## config.mk

```make
export PLATFORM = sky130hd
export DESIGN_NAME = pool_window_sequencer_flat
export DESIGN_NICKNAME = d
export VERILOG_FILES = /design/src/rtl/pool_window_sequencer_pkg.sv /design/src/rtl/pool_window_sequencer_if.sv /design/src/rtl/pool_pos_counter.sv /design/src/rtl/pool_window_sequencer.sv /design/src/flat_wrapper.sv
export SDC_FILE = /design/constraint.sdc
export NUM_CORES = 1
export LEC_CHECK = 0
export ABC_CLOCK_PERIOD_IN_PS = 3700
export CELL_PAD_IN_SITES_DETAIL_PLACEMENT = 1
export CELL_PAD_IN_SITES_GLOBAL_PLACEMENT = 2
export CORE_AREA = 4 4 125 115
export DETAILED_ROUTE_END_ITERATION = 8
export DIE_AREA = 0 0 129 119
export PLACE_DENSITY_LB_ADDON = 0.15
export SLEW_MARGIN = 30
export SYNTH_ARGS = -nofsm -noshare
export SYNTH_HDL_FRONTEND = slang
export SYNTH_SLANG_ARGS = --single-unit
```

## constraint.sdc

```tcl
create_clock -name system_clk -period 3.7 [get_ports system_clk]
set_input_delay 0.37 -clock system_clk [delete_from_list [all_inputs] [get_ports system_clk]]
set_output_delay 0.37 -clock system_clk [all_outputs]
set_load 0.03 [all_outputs]
```

## src/rtl/pool_window_sequencer_pkg.sv

```systemverilog
`default_nettype none
// ============================================================================
// Module      : pool_window_sequencer_pkg
// Description : Shared constants for the pooling line-buffer slice: sequencer
//               state encoding, line-buffer depth and the configuration
//               legality helper.
// Revision    : 1.0 - initial release
// ============================================================================
package pool_window_sequencer_pkg;

  typedef enum logic [1:0] {
    ST_IDLE  = 2'd0,
    ST_CLEAR = 2'd1,
    ST_RUN   = 2'd2,
    ST_DONE  = 2'd3
  } state_t;

  // Depth of the RAM-based shift register in the line buffer; a row must fit.
  localparam int unsigned LB_DEPTH = 256;
  localparam int unsigned MIN_DIM  = 2;
  localparam int unsigned MAX_ROWS = 1023;

  // A channel is legal when both dimensions allow at least one 2x2 window
  // and a full row fits in the line buffer.
  function automatic logic cfg_legal(input int unsigned w, input int unsigned h);
    return (w >= MIN_DIM) && (w <= LB_DEPTH) && (h >= MIN_DIM) && (h <= MAX_ROWS);
  endfunction

endpackage
`default_nettype wire

```

## src/rtl/pool_window_sequencer_if.sv

```systemverilog
`default_nettype none
// ============================================================================
// Module      : pool_window_sequencer_if
// Description : Control, stream handshake and line-buffer signals of the
//               pooling window sequencer.
//               master : drives start/abort/config/in_valid (stream source)
//               slave  : the sequencer itself
// Revision    : 1.0 - initial release
// ============================================================================
interface pool_window_sequencer_if #(
  parameter int COL_W = 10
);
  import pool_window_sequencer_pkg::*;

  logic             start;
  logic             abort;
  logic [COL_W-1:0] cfg_col_size;
  logic [COL_W-1:0] cfg_row_size;
  logic             cfg_stride2;
  logic             in_valid;
  logic             in_ready;
  logic             lb_wr_en;
  logic [COL_W-1:0] lb_col_size;
  logic             lb_ram_rst;
  logic             win_valid;
  logic             win_last;
  logic             busy;
  logic             done;
  logic             cfg_err;

  modport master (
    output start, abort, cfg_col_size, cfg_row_size, cfg_stride2, in_valid,
    input  in_ready, lb_wr_en, lb_col_size, lb_ram_rst, win_valid, win_last,
           busy, done, cfg_err
  );

  modport slave (
    input  start, abort, cfg_col_size, cfg_row_size, cfg_stride2, in_valid,
    output in_ready, lb_wr_en, lb_col_size, lb_ram_rst, win_valid, win_last,
           busy, done, cfg_err
  );

endinterface
`default_nettype wire

```

## src/rtl/pool_pos_counter.sv

```systemverilog
`default_nettype none
// ============================================================================
// Module      : pool_pos_counter
// Description : Row-major column/row position counter for one channel.
//               col wraps at col_max and then advances row; row wraps at
//               row_max. clr has priority over adv.
// Ports       : system_clk, rst_n (async, active-low)
//               clr      - zero both counters
//               adv      - advance one pixel
//               col_max  - W-1, row_max - H-1
//               col,row  - position of the pixel currently presented
//               col_last, row_last - position is at the end of row / channel
// Revision    : 1.0 - initial release
// ============================================================================
module pool_pos_counter
  import pool_window_sequencer_pkg::*;
#(
  parameter int COL_W = 10
) (
  input  logic             system_clk,
  input  logic             rst_n,
  input  logic             clr,
  input  logic             adv,
  input  logic [COL_W-1:0] col_max,
  input  logic [COL_W-1:0] row_max,
  output logic [COL_W-1:0] col,
  output logic [COL_W-1:0] row,
  output logic             col_last,
  output logic             row_last
);

  logic [COL_W-1:0] col_q, col_d;
  logic [COL_W-1:0] row_q, row_d;

  assign col_last = (col_q == col_max);
  assign row_last = (row_q == row_max);
  assign col      = col_q;
  assign row      = row_q;

  always_comb begin
    col_d = col_q;
    row_d = row_q;
    if (clr) begin
      col_d = '0;
      row_d = '0;
    end else if (adv) begin
      if (col_last) begin
        col_d = '0;
        row_d = row_last ? '0 : row_q + 1'b1;
      end else begin
        col_d = col_q + 1'b1;
      end
    end
  end

  always_ff @(posedge system_clk or negedge rst_n) begin
    if (!rst_n) begin
      col_q <= '0;
      row_q <= '0;
    end else begin
      col_q <= col_d;
      row_q <= row_d;
    end
  end

endmodule
`default_nettype wire

```

## src/rtl/pool_window_sequencer.sv

```systemverilog
`default_nettype none
// ============================================================================
// Module      : pool_window_sequencer
// Description : Streams one feature-map channel (row-major) into the pooling
//               line buffer. Drives the buffer write enable, delay length and
//               clear pulse, and flags cycles on which a complete 2x2 pooling
//               window is available (stride 1 or stride 2).
// Ports       : system_clk, rst_n (async, active-low)
//               bus (slave modport of pool_window_sequencer_if):
//                 start/abort, cfg_col_size/cfg_row_size/cfg_stride2,
//                 in_valid/in_ready, lb_wr_en/lb_col_size/lb_ram_rst,
//                 win_valid/win_last, busy/done/cfg_err
// Options     : POOL_SEQ_CFG_CHECK_EN - check W/H on start and report illegal
//               configurations on cfg_err; otherwise cfg_err is tied low.
// Revision    : 1.0 - initial release
// ============================================================================
module pool_window_sequencer
  import pool_window_sequencer_pkg::*;
#(
  parameter int COL_W      = 10,
  parameter int CLR_CYCLES = 4
) (
  input  logic                    system_clk,
  input  logic                    rst_n,
  pool_window_sequencer_if.slave  bus
);

  localparam int               CLR_W    = (CLR_CYCLES > 1) ? $clog2(CLR_CYCLES) : 1;
  localparam logic [CLR_W-1:0] CLR_LAST = CLR_W'(CLR_CYCLES - 1);

  state_t           state_q, state_d;
  logic [CLR_W-1:0] clr_cnt_q, clr_cnt_d;
  logic [COL_W-1:0] col_size_q, col_size_d;
  logic [COL_W-1:0] row_size_q, row_size_d;
  logic             stride2_q, stride2_d;
  logic             win_valid_q, win_valid_d;
  logic             win_last_q, win_last_d;
  logic             abort_rst_q, abort_rst_d;

  logic             cfg_ok;
  logic             start_seen;
  logic             start_ok;
  logic             aborting;
  logic             run;
  logic             handshake;
  logic [COL_W-1:0] col_max, row_max;
  logic [COL_W-1:0] col, row;
  logic             col_last, row_last;
  logic [COL_W:0]   col_p1, row_p1;
  logic             win_hit, win_col_last, win_row_last;

`ifdef POOL_SEQ_CFG_CHECK_EN
  assign cfg_ok = cfg_legal(32'(bus.cfg_col_size), 32'(bus.cfg_row_size));
`else
  assign cfg_ok = 1'b1;
`endif

  // abort beats start; start is only honoured from IDLE
  assign aborting   = bus.abort & (state_q != ST_IDLE);
  assign start_seen = bus.start & ~bus.abort & (state_q == ST_IDLE);
  assign start_ok   = start_seen & cfg_ok;
  assign run        = (state_q == ST_RUN);
  assign handshake  = bus.in_valid & run;

  assign col_max = col_size_q - 1'b1;
  assign row_max = row_size_q - 1'b1;

  pool_pos_counter #(
    .COL_W (COL_W)
  ) u_pos (
    .system_clk (system_clk),
    .rst_n      (rst_n),
    .clr        (start_ok),
    .adv        (handshake),
    .col_max    (col_max),
    .row_max    (row_max),
    .col        (col),
    .row        (row),
    .col_last   (col_last),
    .row_last   (row_last)
  );

  // Stride 2 only produces windows on odd positions, so the last window
  // column is the odd one in {W-2, W-1}; testing pos >= W-2 (pos+1 >= W-1)
  // together with the odd check picks it without a parity case split.
  assign col_p1       = {1'b0, col} + 1'b1;
  assign row_p1       = {1'b0, row} + 1'b1;
  assign win_hit      = stride2_q ? (row[0] & col[0]) : ((row != '0) && (col != '0));
  assign win_col_last = stride2_q ? (col_p1 >= {1'b0, col_max}) : col_last;
  assign win_row_last = stride2_q ? (row_p1 >= {1'b0, row_max}) : row_last;

  always_comb begin
    state_d     = state_q;
    clr_cnt_d   = clr_cnt_q;
    col_size_d  = col_size_q;
    row_size_d  = row_size_q;
    stride2_d   = stride2_q;
    win_valid_d = 1'b0;
    win_last_d  = 1'b0;
    abort_rst_d = aborting;

    case (state_q)
      ST_IDLE: begin
        if (start_ok) begin
          state_d    = ST_CLEAR;
          clr_cnt_d  = '0;
          col_size_d = bus.cfg_col_size;
          row_size_d = bus.cfg_row_size;
          stride2_d  = bus.cfg_stride2;
        end
      end
      ST_CLEAR: begin
        if (clr_cnt_q == CLR_LAST) begin
          state_d = ST_RUN;
        end else begin
          clr_cnt_d = clr_cnt_q + 1'b1;
        end
      end
      ST_RUN: begin
        if (handshake) begin
          // registered so the flag lines up with the line-buffer read data
          win_valid_d = win_hit;
          win_last_d  = win_hit & win_row_last & win_col_last;
          if (col_last && row_last) begin
            state_d = ST_DONE;
          end
        end
      end
      ST_DONE: begin
        state_d = ST_IDLE;
      end
      default: begin
        state_d = ST_IDLE;
      end
    endcase

    if (aborting) begin
      state_d     = ST_IDLE;
      win_valid_d = 1'b0;
      win_last_d  = 1'b0;
    end
  end

  always_ff @(posedge system_clk or negedge rst_n) begin
    if (!rst_n) begin
      state_q     <= ST_IDLE;
      clr_cnt_q   <= '0;
      col_size_q  <= '0;
      row_size_q  <= '0;
      stride2_q   <= 1'b0;
      win_valid_q <= 1'b0;
      win_last_q  <= 1'b0;
      abort_rst_q <= 1'b0;
    end else begin
      state_q     <= state_d;
      clr_cnt_q   <= clr_cnt_d;
      col_size_q  <= col_size_d;
      row_size_q  <= row_size_d;
      stride2_q   <= stride2_d;
      win_valid_q <= win_valid_d;
      win_last_q  <= win_last_d;
      abort_rst_q <= abort_rst_d;
    end
  end

`ifdef POOL_SEQ_CFG_CHECK_EN
  logic cfg_err_q, cfg_err_d;

  // sticky until the next start that is actually evaluated
  always_comb begin
    cfg_err_d = cfg_err_q;
    if (start_seen) begin
      cfg_err_d = ~cfg_ok;
    end
  end

  always_ff @(posedge system_clk or negedge rst_n) begin
    if (!rst_n) begin
      cfg_err_q <= 1'b0;
    end else begin
      cfg_err_q <= cfg_err_d;
    end
  end

  assign bus.cfg_err = cfg_err_q;
`else
  assign bus.cfg_err = 1'b0;
`endif

  assign bus.in_ready    = run;
  assign bus.lb_wr_en    = handshake;
  assign bus.lb_col_size = col_size_q;
  assign bus.lb_ram_rst  = (state_q == ST_CLEAR) | abort_rst_q;
  assign bus.win_valid   = win_valid_q;
  assign bus.win_last    = win_last_q;
  assign bus.busy        = (state_q != ST_IDLE);
  assign bus.done        = (state_q == ST_DONE);

endmodule
`default_nettype wire

```

## src/flat_wrapper.sv

```systemverilog
// flat-port wrapper written by rule: the top's interface ports become plain ports
module pool_window_sequencer_flat import pool_window_sequencer_pkg::*;
#(
  parameter int COL_W      = 10,
  parameter int CLR_CYCLES = 4
)
  (system_clk, rst_n, bus_start, bus_abort, bus_cfg_col_size, bus_cfg_row_size, bus_cfg_stride2, bus_in_valid, bus_in_ready, bus_lb_wr_en, bus_lb_col_size, bus_lb_ram_rst, bus_win_valid, bus_win_last, bus_busy, bus_done, bus_cfg_err);
  pool_window_sequencer_if #(.COL_W(COL_W)) bus_i ();
  input  logic system_clk;
  input  logic rst_n;
  input wire logic [$bits(bus_i.start)-1:0] bus_start;
  input wire logic [$bits(bus_i.abort)-1:0] bus_abort;
  input wire logic [$bits(bus_i.cfg_col_size)-1:0] bus_cfg_col_size;
  input wire logic [$bits(bus_i.cfg_row_size)-1:0] bus_cfg_row_size;
  input wire logic [$bits(bus_i.cfg_stride2)-1:0] bus_cfg_stride2;
  input wire logic [$bits(bus_i.in_valid)-1:0] bus_in_valid;
  output wire logic [$bits(bus_i.in_ready)-1:0] bus_in_ready;
  output wire logic [$bits(bus_i.lb_wr_en)-1:0] bus_lb_wr_en;
  output wire logic [$bits(bus_i.lb_col_size)-1:0] bus_lb_col_size;
  output wire logic [$bits(bus_i.lb_ram_rst)-1:0] bus_lb_ram_rst;
  output wire logic [$bits(bus_i.win_valid)-1:0] bus_win_valid;
  output wire logic [$bits(bus_i.win_last)-1:0] bus_win_last;
  output wire logic [$bits(bus_i.busy)-1:0] bus_busy;
  output wire logic [$bits(bus_i.done)-1:0] bus_done;
  output wire logic [$bits(bus_i.cfg_err)-1:0] bus_cfg_err;
  assign bus_i.start = bus_start;
  assign bus_i.abort = bus_abort;
  assign bus_i.cfg_col_size = bus_cfg_col_size;
  assign bus_i.cfg_row_size = bus_cfg_row_size;
  assign bus_i.cfg_stride2 = bus_cfg_stride2;
  assign bus_i.in_valid = bus_in_valid;
  assign bus_in_ready = bus_i.in_ready;
  assign bus_lb_wr_en = bus_i.lb_wr_en;
  assign bus_lb_col_size = bus_i.lb_col_size;
  assign bus_lb_ram_rst = bus_i.lb_ram_rst;
  assign bus_win_valid = bus_i.win_valid;
  assign bus_win_last = bus_i.win_last;
  assign bus_busy = bus_i.busy;
  assign bus_done = bus_i.done;
  assign bus_cfg_err = bus_i.cfg_err;
  pool_window_sequencer #(.COL_W(COL_W), .CLR_CYCLES(CLR_CYCLES)) u_core (.system_clk(system_clk), .rst_n(rst_n), .bus(bus_i));
endmodule
```

**Word-level counts from Yosys, hierarchy flattened**

Cells that the tools add are included.

- Input bits: 26
- Bits in latches: 0
- Output and inout bits: 18
- Logic and storage cells: 78
- Memories kept: 0
- Bits in writable memories: 0
- Bits in read-only memories: 0
- Register bits: 48

- Bitwise logic cells: 9
- Shifts and indexed selects: 0
- Multiplexer cells: 25
- Magnitude comparators: 2
- Divide/modulo/power cells: 0
- $add $sub $neg: 7
- Multipliers: 0
- Reduce and logical (&&, ||, !) cells: 13
- Equality and inequality tests: 12

Operators with widths:

| operator | number |
|---|---|
| $mux W10 | 7 |
| $add A10 B1 Y11 const B | 2 |
| $ge A11 B10 Y1 | 2 |
| $add A10 B1 Y10 const B | 2 |
| $eq A10 B10 Y1 | 2 |
| $reduce_bool A10 Y1 | 2 |
| $sub A10 B1 Y10 const B | 2 |
| $mux W2 | 7 |
| $mux W1 | 9 |
| $pmux W2 S4 | 1 |
| $reduce_bool A2 Y1 | 4 |
| $and A1 B1 Y1 | 7 |
| $eq A2 B2 Y1 const B | 3 |
| $ne A3 B1 Y1 const B | 2 |
| $ne A3 B2 Y1 const B | 2 |
| $pmux W2 S2 | 1 |
| $reduce_and A2 Y1 | 2 |
| $reduce_and A4 Y1 | 1 |
| $reduce_and A3 Y1 | 1 |
| $add A2 B1 Y2 const B | 1 |
| $eq A2 B1 Y1 const B | 1 |
| $logic_and A1 B1 Y1 | 2 |
| $logic_not A2 Y1 | 1 |
| $ne A2 B1 Y1 const B | 1 |
| 3 further kinds | 3 |

**Logic depth before layout (Yosys ltp)**

Gate-level depths: netlist of the first run.

- Depth in word-level cells: 8
- Depth in mapped cells: 12
- Mapped depth without buffers: 12

**Hierarchy**

A second synthesis of the first run with hierarchy kept.

- Cells, all modules: 403
- Area total of the unflattened synthesis: 3,707.3 um2

By module, submodules not included:

| module | area each (um2) | sequential area each (um2) | cells each | times used |
|---|---|---|---|---|
| pool_window_sequencer | 2,409.8 | 700.7 | 266 | 1 |
| pool_pos_counter | 1,297.5 | 500.5 | 137 | 1 |

**Worst setup path after synthesis of the first run**

Ideal clock, no wire load.

- Path kind: flip-flop to flip-flop
- From: register u_core.col_size_q[0] (netlist: u_core.bus.lb_col_size[0])
- To: register u_core.u_pos.col_q[2] (netlist: u_core.u_pos.col[2])
- Data required time: 3,568 ps
- Arrival: 2,946 ps
- Slack: 622 ps
- Cell stages (with the launch flop): 12
- Buffers on the path: 2
- Setup time: 132 ps
- Period minus slack after synthesis: 3,078 ps
- Cells stage by stage: dfrtp_1 > inv_1 > ha_1 > or4b_2 > nor4_1 > xnor3_1 > nand3_1 > or3_1 > buf_2 > buf_6 > a31oi_1 > mux2i_1

- Cells in the longest elaborated chain, start to end: 5

Ends and longest elaborated chain:

| item | line | text |
|---|---|---|
| start: declaration | pool_window_sequencer.sv:33 | `logic [COL_W-1:0] col_size_q, col_size_d;` |
| start signal: assignment | pool_window_sequencer.sv:157 | `col_size_q <= col_size_d;` |
| $sub A10 B1 Y10 | pool_window_sequencer.sv:65 | `assign col_max = col_size_q - 1'b1;` |
| $eq A10 B10 Y1 | pool_pos_counter.sv:35 | `assign col_last = (col_q == col_max);` |
| $mux W10 | pool_pos_counter.sv:47 | `if (col_last) begin` |
| $mux W10 | pool_pos_counter.sv:46 | `end else if (adv) begin` |
| $mux W10 | pool_pos_counter.sv:43 | `if (clr) begin` |
| end signal: assignment | pool_pos_counter.sv:61 | `col_q <= col_d;` |
| end: declaration | pool_pos_counter.sv:32 | `logic [COL_W-1:0] col_q, col_d;` |

Every way passes these cells. The select of a mux whose other input is x is not followed.
A chain may end at the register's enable or synchronous reset.

**Final worst setup path of the first run**

- From: register u_core.col_size_q[0] (netlist: u_core.bus.lb_col_size[0])
- To: register u_core.u_pos.row_q[1] (netlist: u_core.u_pos.row[1])

- Cells in the longest elaborated chain, start to end: 4

Ends and longest elaborated chain:

| item | line | text |
|---|---|---|
| $sub A10 B1 Y10 | pool_window_sequencer.sv:65 |  |
| $eq A10 B10 Y1 | pool_pos_counter.sv:35 |  |
| $reduce_bool A2 Y1 (no line) | -- |  |
| $reduce_and A2 Y1 (no line) | -- |  |
| end signal: assignment | pool_pos_counter.sv:62 | `row_q <= row_d;` |
| end: declaration | pool_pos_counter.sv:33 | `logic [COL_W-1:0] row_q, row_d;` |

Every way passes these cells.

==> run summary, run 1 <==
Setup repair after global routing left no endpoint under its margin. The compound-gate portion of the synthesized area is 13.2%. The H-tree was split into 2 levels. The clock latency on the worst-skew pair is about 290 ps. The most frequently used cell type in the post-synthesis netlist is sky130_fd_sc_hd__nand2_1. Global routing finished with a remaining overflow of 0. The final net count is 533. The DRC violation total after the first TritonRoute iteration came out at 126.

The worst endpoint required time came out at 3860 ps. For this design, the slowest cell found on the critical path is sky130_fd_sc_hd__or4b_2. The number of nets still failing antenna checks after routing is 0.

The transition time at the pin with the least slew margin came out at 701 ps. Counting flops with an async set or reset pin after synthesis yields a share of between 90% and 100%. The area overhead of the layout relative to synthesis is 18.4%.

The maximum single-stage delay on the critical path came out at ~650 ps. The overall fraction of global-route tracks in use came out at 15.0%. Once layout is complete, the utilization of the core stands at 34.8%. The register bit total from synthesis came out at 48. The length of the first detailed-routing pass in iterations is 4.

TritonCTS built the clock tree. The multiplexer fraction of the synthesized cell area came out at 1.59%. The pin count of the biggest net entering global routing is 29. The top flip-flop cell by instance count after synthesis is sky130_fd_sc_hd__dfrtp_1. The simple-gate share of the synthesized area is 25.5%. The TritonCTS buffer count is 5. The synthesized instance count came out at 447.

The HPWL after detailed placement is 8.45 mm. The setup total negative slack is 0 ps. In the post-synthesis netlist, the biggest area contributors are sky130_fd_sc_hd__dfrtp_1, sky130_fd_sc_hd__ha_1, sky130_fd_sc_hd__xnor2_1, sky130_fd_sc_hd__nand2_1, sky130_fd_sc_hd__o21ai_0. The die covers 0.0154 mm². The min-delay analysis places its worst path in the category in -> async. The share of the Yosys chip area taken by registers is 31.2%. The floorplan has 40 rows. For this design the ratio of total power to cell area is approximately 700 mW/mm². The startpoint-to-endpoint class of the critical path is reg -> reg. Traced cell by cell, the critical path runs through inv_1 > ha_1 > or4b_2 > nor4_1 > xnor3_1 > nand3_1 > or3_1 > o21ai_2 > o22ai_1. The static leakage came out at 1.97 nW.

The ratio of routed vias to standard cells is a little over 5. The netlist area before placement is 0.00385 mm². The yosys synthesis warning count came out at 0.

The total via count after detailed routing came out at 3,327. The max-slew violation count is 0. Clock tree synthesis found a total of 48 sinks. The top cell type's share of synthesized area is 31.2%.

The antenna diode count came out at 0. The count of flip-flops with a built-in enable after synthesis is 0. The detailed-route DRC error count came out at 0. The tool flagged a number of max-cap violations equal to 0. After synthesis, the largest family of logic cells by area is simple AND/OR/NAND/NOR gates. The standard cell core area came out at ~0.013 mm². The total of hold buffers inserted after clock tree synthesis came out at 0.

Setup violations remaining at the end of the flow were counted as 0. The via count of the first global-routing pass came out at 3,503. The number of port buffers is 42. The final cycle utilization of the critical path came out at 92.1%.

sky130_fd_sc_hd__dfrtp_1 takes more of the synthesized area than any other cell. The count of instances resized after the clock tree is built is 0. Ranked by instance count, the synthesized netlist is headed by sky130_fd_sc_hd__nand2_1, sky130_fd_sc_hd__dfrtp_1, sky130_fd_sc_hd__ha_1, sky130_fd_sc_hd__xnor2_1, sky130_fd_sc_hd__inv_1.

The number of antenna violations at the first check in global routing is 0. The post-synthesis share of cell area spent on xor and xnor gates came out at 11.6%. STA classifies the critical path startpoint as a flip-flop. The run finished with clean final reports. The first global-routing pass estimated about 19 mm of wire.

The worst setup path is captured at a flip-flop. The timing-limited maximum frequency is 0.294 GHz. The critical path arrival came out at 3570 ps. Headroom to the max-slew limit came out at between 50% and 60%. The share of final-layout standard cells stronger than drive strength 1 is 6.50%. The mean instance size in the synthesized netlist came out at 8.62 µm². The biggest fanout along the worst timing path came out at 11.

After filler insertion, the fill cell instance count of the layout stands at 1,555. The final weighted congestion of routability-driven global placement came out at 0.800. The worst path needs 3410 ps of the cycle, external delays included. The buffer depth of the longest clock path came out at 2. Dividing the detail-routed wire length by the instance count gives 16.9 µm. The adder-cell area share of the yosys netlist is 10.3%.

The post-CTS setup buffer count is 0. The number of distinct library cells after synthesis came out at 65. Pin placement for this block handled 44 I/O pins. The depth of the worst register-to-register path is 9. The maximum ir drop on the vdd rail is 0.367 mV. The CTS clock-pin slew for the worst setup and hold paths came out at 70 ps.

The die is 129 µm wide. The post-synth net total is 504. CTS placed an instance of sky130_fd_sc_hd__clkbuf_16 at the clock tree root. The die height came out at ~120 µm. The count of endpoints failing hold in the final timing report came out at 0. The effective utilization at floorplan is just under 30%. The setup skew after layout came out at between 6 and 7 ps. The final layout contains routed wiring with a total length of about 11 mm.
==> worst max-delay path: cells and delay by family, from the launching register on <==
family          cells  cell delay, ps
simple gates        4            1770
xor+xnor            1             210
compound gates      2             540
fa+ha+maj           1             260
buf+inv             1             100
flops               1             400
==> per-layer routing <==
metal	GRT usage, %	up-vias	wire [µm]
met4	2.76	0	76
li1	-	1631	-
met2	22.3	53	4570
met5	0	-	0
met1	23.0	1638	5910
met3	2.29	5	315
==> registers in the layout, indices dropped and copies added, names as in the netlist <==
name,flops
u_core.bus.lb_col_size,10
u_core.row_size_q,10
u_core.u_pos.col,10
u_core.u_pos.row,10
u_core.clr_cnt_q,2
u_core.state_q,2
u_core.abort_rst_q,1
u_core.bus.win_last,1
u_core.bus.win_valid,1
u_core.stride2_q,1
==> cells in the final DEF, fill, tap and decap left out, types with 4 or more instances in the layout <==
cell                              synthesis  routed
sky130_fd_sc_hd__and2_1                   4       4
sky130_fd_sc_hd__nand2_1                 72      72
sky130_fd_sc_hd__a31oi_1                  6       6
sky130_fd_sc_hd__a21o_1                   4       4
sky130_fd_sc_hd__nand4_1                  9       9
sky130_fd_sc_hd__dfrtp_1                 48      48
sky130_fd_sc_hd__mux2i_1                  5       5
sky130_fd_sc_hd__nand2b_1                 6       6
sky130_fd_sc_hd__nor3_1                  11      11
sky130_fd_sc_hd__xor2_1                   7       7
sky130_fd_sc_hd__inv_1                   28      28
sky130_fd_sc_hd__clkbuf_16                0       5
sky130_fd_sc_hd__a21oi_1                 11      11
sky130_fd_sc_hd__nor3b_1                  5       5
sky130_fd_sc_hd__clkdlybuf4s50_1          0      41
sky130_fd_sc_hd__ha_1                    31      31
sky130_fd_sc_hd__nor2_1                  18      18
sky130_fd_sc_hd__nand3_1                 16      16
sky130_fd_sc_hd__or3_1                    4       4
sky130_fd_sc_hd__nor4_1                   7       7
sky130_fd_sc_hd__buf_4                    1       9
sky130_fd_sc_hd__o21ai_0                 23      23
sky130_fd_sc_hd__xnor3_1                  5       5
sky130_fd_sc_hd__and3_1                   4       4
sky130_fd_sc_hd__a32o_1                   5       5
sky130_fd_sc_hd__xnor2_1                 31      31
==> through the flow <==
step	cell area, µm²	cells	hold slack [ps]	total power [mW]	setup slack [ps]
after floorplan	3850	447	74.4	2.22	622
after global placement	4400	637	394	2.75	441
after detailed placement	4400	637	396	2.79	280
after CTS	4560	645	82.9	3.33	272
after global routing	4560	645	106	3.59	10.2
final	4560	645	61.9	3.28	294
==> final cells by class <==
type	instances	area (µm²)	area share [%]
Clock buffer	6	129	2.82
Clock inverter	2	35.0	0.768
Inverter	28	105	2.30
Multi-Input combinational cell	342	2400	52.6
Sequential cell	48	1200	26.3
Tap cell	168	210	4.61
Timing Repair Buffer	51	483	10.6
==> power breakdown <==
group,internal [mW],leakage (nW),total (mW),switching [mW]
clock,0.318,0.0808,0.517,0.199
combinational,0.839,1.26,1.85,1.01
sequential,0.670,0.622,0.914,0.244
==> cell families (layout without fill, tap and decap cells) <==
group	Yosys count	in the layout
compound gates	77	77
xor+xnor	43	43
fa+ha+maj	32	32
buf+inv	57	87
flops	48	48
mux	6	6
other cells	1	1
simple gates	183	183
==> worst paths after layout <==
check | from | endpoint | slack (ps)
max in group asynchronous | rst_n | u_core.row_size_q[5]$_DFFE_PN0P_ | 2850
min in group system_clk | u_core.row_size_q[9]$_DFFE_PN0P_ | u_core.row_size_q[9]$_DFFE_PN0P_ | 510
max | u_core.bus.lb_col_size[0]$_DFFE_PN0P_ | u_core.u_pos.row[1]$_DFFE_PN0P_ | 290
min reg2reg | u_core.row_size_q[9]$_DFFE_PN0P_ | u_core.row_size_q[9]$_DFFE_PN0P_ | 510
max reg2reg | u_core.bus.lb_col_size[0]$_DFFE_PN0P_ | u_core.u_pos.row[1]$_DFFE_PN0P_ | 290
min | rst_n | u_core.u_pos.col[0]$_DFFE_PN0P_ | 60
Power figures use the tool's default switching activity.
==> run 2: changes to the inputs <==
- CELL_PAD_IN_SITES_DETAIL_PLACEMENT: 1 -> default
- CELL_PAD_IN_SITES_GLOBAL_PLACEMENT: 2 -> default
- CORE_AREA: 4 4 125 115 -> 2 2 123 113
- DIE_AREA: 0 0 129 119 -> 0 0 125 115
==> run summary, run 2 (synthesis gave the netlist of run 1 again) <==
Leaving out fill and tap cells, the most frequent cells in the layout are sky130_fd_sc_hd__nand2_1, sky130_fd_sc_hd__dfrtp_1, sky130_fd_sc_hd__clkdlybuf4s50_1. STA classifies the critical path endpoint as a flip-flop. After detailed routing, the average wire length per cell comes to about 15 µm. Leaving out fill and tap cells, the most frequent cell in the layout is sky130_fd_sc_hd__nand2_1. Counting the buffers created by CTS gives 5. Grouping stages by cell kind, the critical path spends the most delay in simple AND/OR/NAND/NOR gates.

At the placement stage, the worst setup path has a slack of 263 ps. The worst-case IR drop observed on VDD is 0.384 mV. The end of the worst register-to-register path is u_core.u_pos.row[5]$_DFFE_PN0P_. The initialized floorplan defines 40 standard-cell rows. The number of clock sinks seen by CTS is 48. The worst hold margin came out at 85.7 ps. The antenna diode count came out at 0. In this run the cell area measured after placement is 0.00437 mm². The kind of start point of the critical path is a flip-flop. The number of setup violations in the final report is 0.

Detailed routing inserted a total of 3,208 vias. The ratio of routed vias to standard cells came out at 5.00. The post-route netlist has 5.71% of its cells at a drive strength greater than 1. The setup skew after layout came out at 5.60 ps.

Once layout is done, the placed cells without fillers occupy 0.00454 mm². The DRC violation total after the first TritonRoute iteration is 111. The max-slew violation count came to 0. The clock passes through at most 2 buffers.

The count of endpoints failing hold in the final timing report was 0. The slowest stage of the critical path is the sky130_fd_sc_hd__or4b_2 cell. The smallest clock period supported by the final layout is computed as 3360 ps. The first detailed-routing pass took 4 iterations. The sum of met3 wire segment lengths after detailed routing came out at 395 µm.

The maximum single-stage delay on the critical path is 640 ps. For this design the top-level I/O count stands at 44. The depth of the worst register-to-register path is 9. The floorplan step set the die height to about 120 µm. The reg-to-reg setup timing slack came out at 340 ps. In the global route stage, overall resource usage came out at 14.2%. The initial utilization of the core area, before any placement, comes to between 20% and 30%. The number of max-cap violations came out at 0. The met1 wire length is a little over 5 mm. In this run the worst path has a maximum fanout of 14.

The worst endpoint required time came out at 3870 ps. The clock latency on the worst-skew pair came out at around 290 ps. In this run the power density over the cells is 706 mW/mm². The critical path goes through inv_1 > ha_1 > or4b_2 > nor4_1 > xnor3_1 > nand3_1 > or3_1 > o21ai_4 > o21ai_0.

The cell count along the critical path came out at 9. The standard cell core area came out at 0.0131 mm². The worst path setup slack after routing came out at 339 ps. The core utilization of the finished layout is 34.6%.

The critical path arrival is approximately 3500 ps. The relative max-transition margin is 52.7%. Once detail routing completed, the nets flagged for antenna violations numbered 0. The layout has 1,400 filler cells. The pin count of the biggest net entering global routing is 29.

The timing-limited maximum frequency came out at about 0.30 GHz. The startpoint identified for the worst register-to-register timing path is u_core.bus.lb_col_size[0]$_DFFE_PN0P_. The global-route wire length before repair is between 15 and 20 mm. After detailed routing, the number of remaining DRC violations is 0. The run finished with clean final reports.

The final weighted congestion of routability-driven global placement came out at around 0.78. The total length of routed met2 wires is about 4 mm. Summed over all cells, the static leakage comes to 1.95 nW. The CTS clock-pin slew for the worst setup and hold paths came out at 60 ps. The CTS tree is built.

After global routing the overflow that remains totals 0. The final net count came out at between 500 and 600. The number of buffers and inverters on the critical path is 1. The setup total negative slack came out at 0 ps. The HPWL after detailed placement came out at 7.36 mm. The via count of the first global-routing pass came out at 3,256. The die covers 0.0144 mm². The tightest min-delay check is of the in -> async type. The startpoint-to-endpoint class of the critical path is reg -> reg. The number of port buffers came out at 42. The area overhead of the layout relative to synthesis came out at 17.9%. The top routing layer in use is met4. Buffers added to address setup during post-CTS repair amount to 0. The number of antenna violations at the first check in global routing came out at 0. The x dimension of the die is between 100 and 150 µm. The H-tree generated during clock tree synthesis spans 2 levels. For the pin with the worst max-slew slack, the measured transition is 707 ps. The final cycle utilization of the critical path came out at around nine tenths. Setup repair after global routing left no endpoint under its margin.

The final wirelength came out at 9.64 mm. The root buffer cell chosen for the clock tree is sky130_fd_sc_hd__clkbuf_16.
==> run 2: worst max-delay path by stage <==
stage	slack [ps]	to	startpoint
floorplan	620	u_core.u_pos.col[2]$_DFFE_PN0P_	u_core.bus.lb_col_size[0]$_DFFE_PN0P_
global placement	410	u_core.u_pos.row[0]$_DFFE_PN0P_	u_core.bus.lb_col_size[0]$_DFFE_PN0P_
detailed placement	260	u_core.u_pos.row[5]$_DFFE_PN0P_	u_core.bus.lb_col_size[0]$_DFFE_PN0P_
CTS	280	u_core.u_pos.row[5]$_DFFE_PN0P_	u_core.bus.lb_col_size[0]$_DFFE_PN0P_
global route	70	u_core.u_pos.row[5]$_DFFE_PN0P_	u_core.bus.lb_col_size[0]$_DFFE_PN0P_
finish	340	u_core.u_pos.row[5]$_DFFE_PN0P_	u_core.bus.lb_col_size[0]$_DFFE_PN0P_
==> run 2: area by class of cell <==
class                           instances  area (µm²)  share of cell area [%]
Multi-Input combinational cell        342        2410                    53.0
Sequential cell                        48        1200                    26.5
Timing Repair Buffer                   47         453                    9.98
Tap cell                              168         210                    4.63
Clock buffer                            6         129                    2.84
Inverter                               28         105                    2.31
Clock inverter                          2        35.0                   0.772
==> run 2: repair_timing <==
item                                   in CTS  in global routing
hold buffers                                0                  0
setup endpoints to repair                   0                  2
gates resized for setup                     0                  1
endpoints found under the hold margin       0                  0
==> run 2: where the power goes <==
group	total [mW]	internal, mW	switching [mW]	leakage (nW)
registers	0.928	0.670	0.258	0.622
clock network	0.510	0.318	0.192	0.0808
logic	1.77	0.814	0.952	1.25
total	3.20	1.80	1.40	1.95
==> run 2: stage by stage <==
| stage | total power, mW | cells |
|---|---|---|
| floorplan | 2.22 | 447 |
| global placement | 2.69 | 633 |
| CTS | 3.25 | 641 |
| finish | 3.20 | 641 |
| global route | 3.51 | 641 |
| detailed placement | 2.71 | 633 |
==> run 2: routing by layer <==
metal  GRT usage [%]  vias to the layer above
li1                -                     1626
met1            20.8                     1509
met2            21.5                       64
met3            2.51                        9
met4            3.85                        0
met5               0                        -
==> run 3: changes to the inputs <==
- CORE_AREA: 2 2 123 113 -> 2 2 96 144
- DIE_AREA: 0 0 125 115 -> 0 0 98 146
==> run summary, run 3 (synthesis gave the netlist of run 1 again) <==
The worst hold margin came out at 58.2 ps. The met2 track utilization from global routing is 28.7%. The number of setup violations in the final report is 0. Static timing analysis puts the maximum clock frequency at between 0.2 and 0.3 GHz. The critical path ends at u_core.u_pos.row[1]$_DFFE_PN0P_.

The area of the multi-input gates came out at 0.00240 mm². The post-placement cell count came out at 626. The DRC violation total after the first TritonRoute iteration came out at 99.

The biggest fanout along the worst timing path came out at 14. The smallest clock period supported by the final layout is computed as 3430 ps. The final non-filler cell total came out at 634. The final cycle utilization of the critical path came out at 92.8%. The HPWL after detailed placement came out at 7.91 mm. After clock tree synthesis, the repair step resized 0 gates.

The number of max-cap violations came out at 0. The kind of start point of the critical path is a flip-flop. Setup repair after global routing left no endpoint under its margin. The clock latency on the worst-skew pair came out at 300 ps.

44 I/O pins were placed. Leaving out fill and tap cells, the most frequent cell in the layout is sky130_fd_sc_hd__nand2_1. The core utilization of the finished layout is between 30% and 40%. The end of the worst register-to-register path is u_core.u_pos.row[1]$_DFFE_PN0P_. The count of endpoints failing hold in the final timing report came out at 0. Buffers inserted during clock tree synthesis total 5.

The number of port buffers is 42. The final wirelength came out at 10.3 mm. The setup total negative slack came out at 0 ps. The die height is 146 µm.

The share of final-layout standard cells stronger than drive strength 1 came out at 6.32%. Power spread over the standard cell area amounts to 703 mW/mm². The effective utilization at floorplan is 29.7%. The detail route stage leaves a number of antenna-violating nets equal to 0. The buffer depth of the longest clock path is 2. The reg-to-reg setup timing slack is between 200 and 300 ps. The startpoint identified for the worst register-to-register timing path is u_core.bus.lb_col_size[0]$_DFFE_PN0P_. The detailed-route DRC error count came out at 0.

The relative max-transition margin came out at 52.0%. The CTS clock-pin slew for the worst setup and hold paths came out at 70 ps. The global-route track usage on met1 is 16.7%. The total via count after detailed routing came out at between 3,000 and 4,000. The flip-flop and latch area is 0.00120 mm². The number of core rows came out at 51.

The final weighted congestion of routability-driven global placement came out at around 0.8. The overall power of the completed layout is 3.18 mW. The area overhead of the layout relative to synthesis came out at 17.5%. STA classifies the critical path endpoint as a flip-flop. The depth of the worst register-to-register path is 9.

The min-delay analysis places its worst path in the category in -> async. The critical path arrival is 3600 ps. The H-tree was split into 2 levels. The worst setup path startpoint is u_core.bus.lb_col_size[0]$_DFFE_PN0P_. The startpoint-to-endpoint class of the critical path is reg -> reg. After detailed routing, the average wire length per cell comes to 16.3 µm. The x dimension of the die is approximately 100 µm. The post-CTS setup buffer count came out at 0.

After filler insertion, the fill cell instance count of the layout stands at 1,362. The leftover overflow at the end of global routing came out at 0. The via count of the first global-routing pass came out at 3,360. In the layout the commonest cells are sky130_fd_sc_hd__nand2_1, sky130_fd_sc_hd__dfrtp_1, sky130_fd_sc_hd__clkdlybuf4s50_1. The global-route wire length before repair came out at between 15 and 20 mm.

The pin count of the biggest net entering global routing came out at 30. The length of the first detailed-routing pass in iterations came out at 4. The tree is rooted in a sky130_fd_sc_hd__clkbuf_16. In this run the most used layer during global routing was met2. TritonCTS built the clock tree.

The flow ran to the end, and the final reports show no timing, DRC or antenna violations. The ratio of routed vias to standard cells is 5.15. The total die area is 0.0143 mm².

The total of hold buffers inserted after clock tree synthesis is 0. The clock arrives with 7.56 ps of skew. The overall fraction of global-route tracks in use is ~15%. The final net count came out at approximately 530. The transition time at the pin with the least slew margin came out at 715 ps. The antenna diode count is 0. The met3 routing resource usage after global routing is 1.83%.

The worst endpoint required time came out at between 3000 and 4000 ps. The number of clock sinks seen by CTS is 48. The max-slew violation count is 0. The maximum ir drop on the vdd rail is 0.295 mV. The core region is roughly 0.013 mm². The number of antenna violations at the first check in global routing came to 0.

The static leakage is 1.95 nW.
-- run 3: cell count changes in the layout (fill, tap and decap cells not counted), sizes merged --
cell | previous run | this run
buf | 6 | 8
clkinvlp | 0 | 2
bufinv | 1 | 0
clkinv | 1 | 0
-- run 3: worst max-delay path, cell delays in order (launching register included) --
cell                      delay [ps]
sky130_fd_sc_hd__dfrtp_1         390
sky130_fd_sc_hd__inv_1            90
sky130_fd_sc_hd__ha_1            260
sky130_fd_sc_hd__or4b_2          640
sky130_fd_sc_hd__nor4_1          400
sky130_fd_sc_hd__xnor3_1         220
sky130_fd_sc_hd__nand3_1         150
sky130_fd_sc_hd__or3_1           620
sky130_fd_sc_hd__o21ai_2         390
sky130_fd_sc_hd__o22ai_1         130
-- run 3: through the flow --
| stage | setup slack, ps | instance area [µm²] |
|---|---|---|
| 2_1_floorplan | 622 | 3850 |
| 6_report | 268 | 4530 |
| 4_1_cts | 207 | 4530 |
| 3_3_place_gp | 327 | 4370 |
| 5_1_grt | 4.02 | 4530 |
| 3_5_place_dp | 261 | 4370 |
-- run 3: layer usage --
layer / wire (µm) / up-vias
met2: 5820 / 33
li1: - / 1623
met5: 0 / -
met1: 4130 / 1594
met4: 182 / 0
met3: 198 / 12
-- run 3: layout make-up --
| class | instances | share of cell area, % |
|---|---|---|
| multi-input cells | 342 | 53.0 |
| flip-flops and latches | 48 | 26.5 |
| repair buffers | 49 | 10.3 |
| well taps | 159 | 4.39 |
| clock buffers | 6 | 3.07 |
| inverters | 28 | 2.32 |
| clock inverters | 2 | 0.332 |
-- run 3: where the power goes --
group | switching [mW] | internal [mW]
combinational | 0.950 | 0.821
sequential | 0.259 | 0.670
clock | 0.212 | 0.269
total | 1.42 | 1.76
-- run 3: how the worst min path moves through the flow --
stage / startpoint / end / slack, ps / cells past startpoint
floorplan: rst_n / u_core.abort_rst_q$_DFF_PN0_ / 70 / 0
global placement: rst_n / u_core.u_pos.col[4]$_DFFE_PN0P_ / 400 / 1
detailed placement: rst_n / u_core.bus.lb_col_size[2]$_DFFE_PN0P_ / 410 / 1
CTS: rst_n / u_core.bus.lb_col_size[3]$_DFFE_PN0P_ / 90 / 1
global route: rst_n / u_core.bus.lb_col_size[3]$_DFFE_PN0P_ / 110 / 1
finish: rst_n / u_core.bus.lb_col_size[3]$_DFFE_PN0P_ / 60 / 1
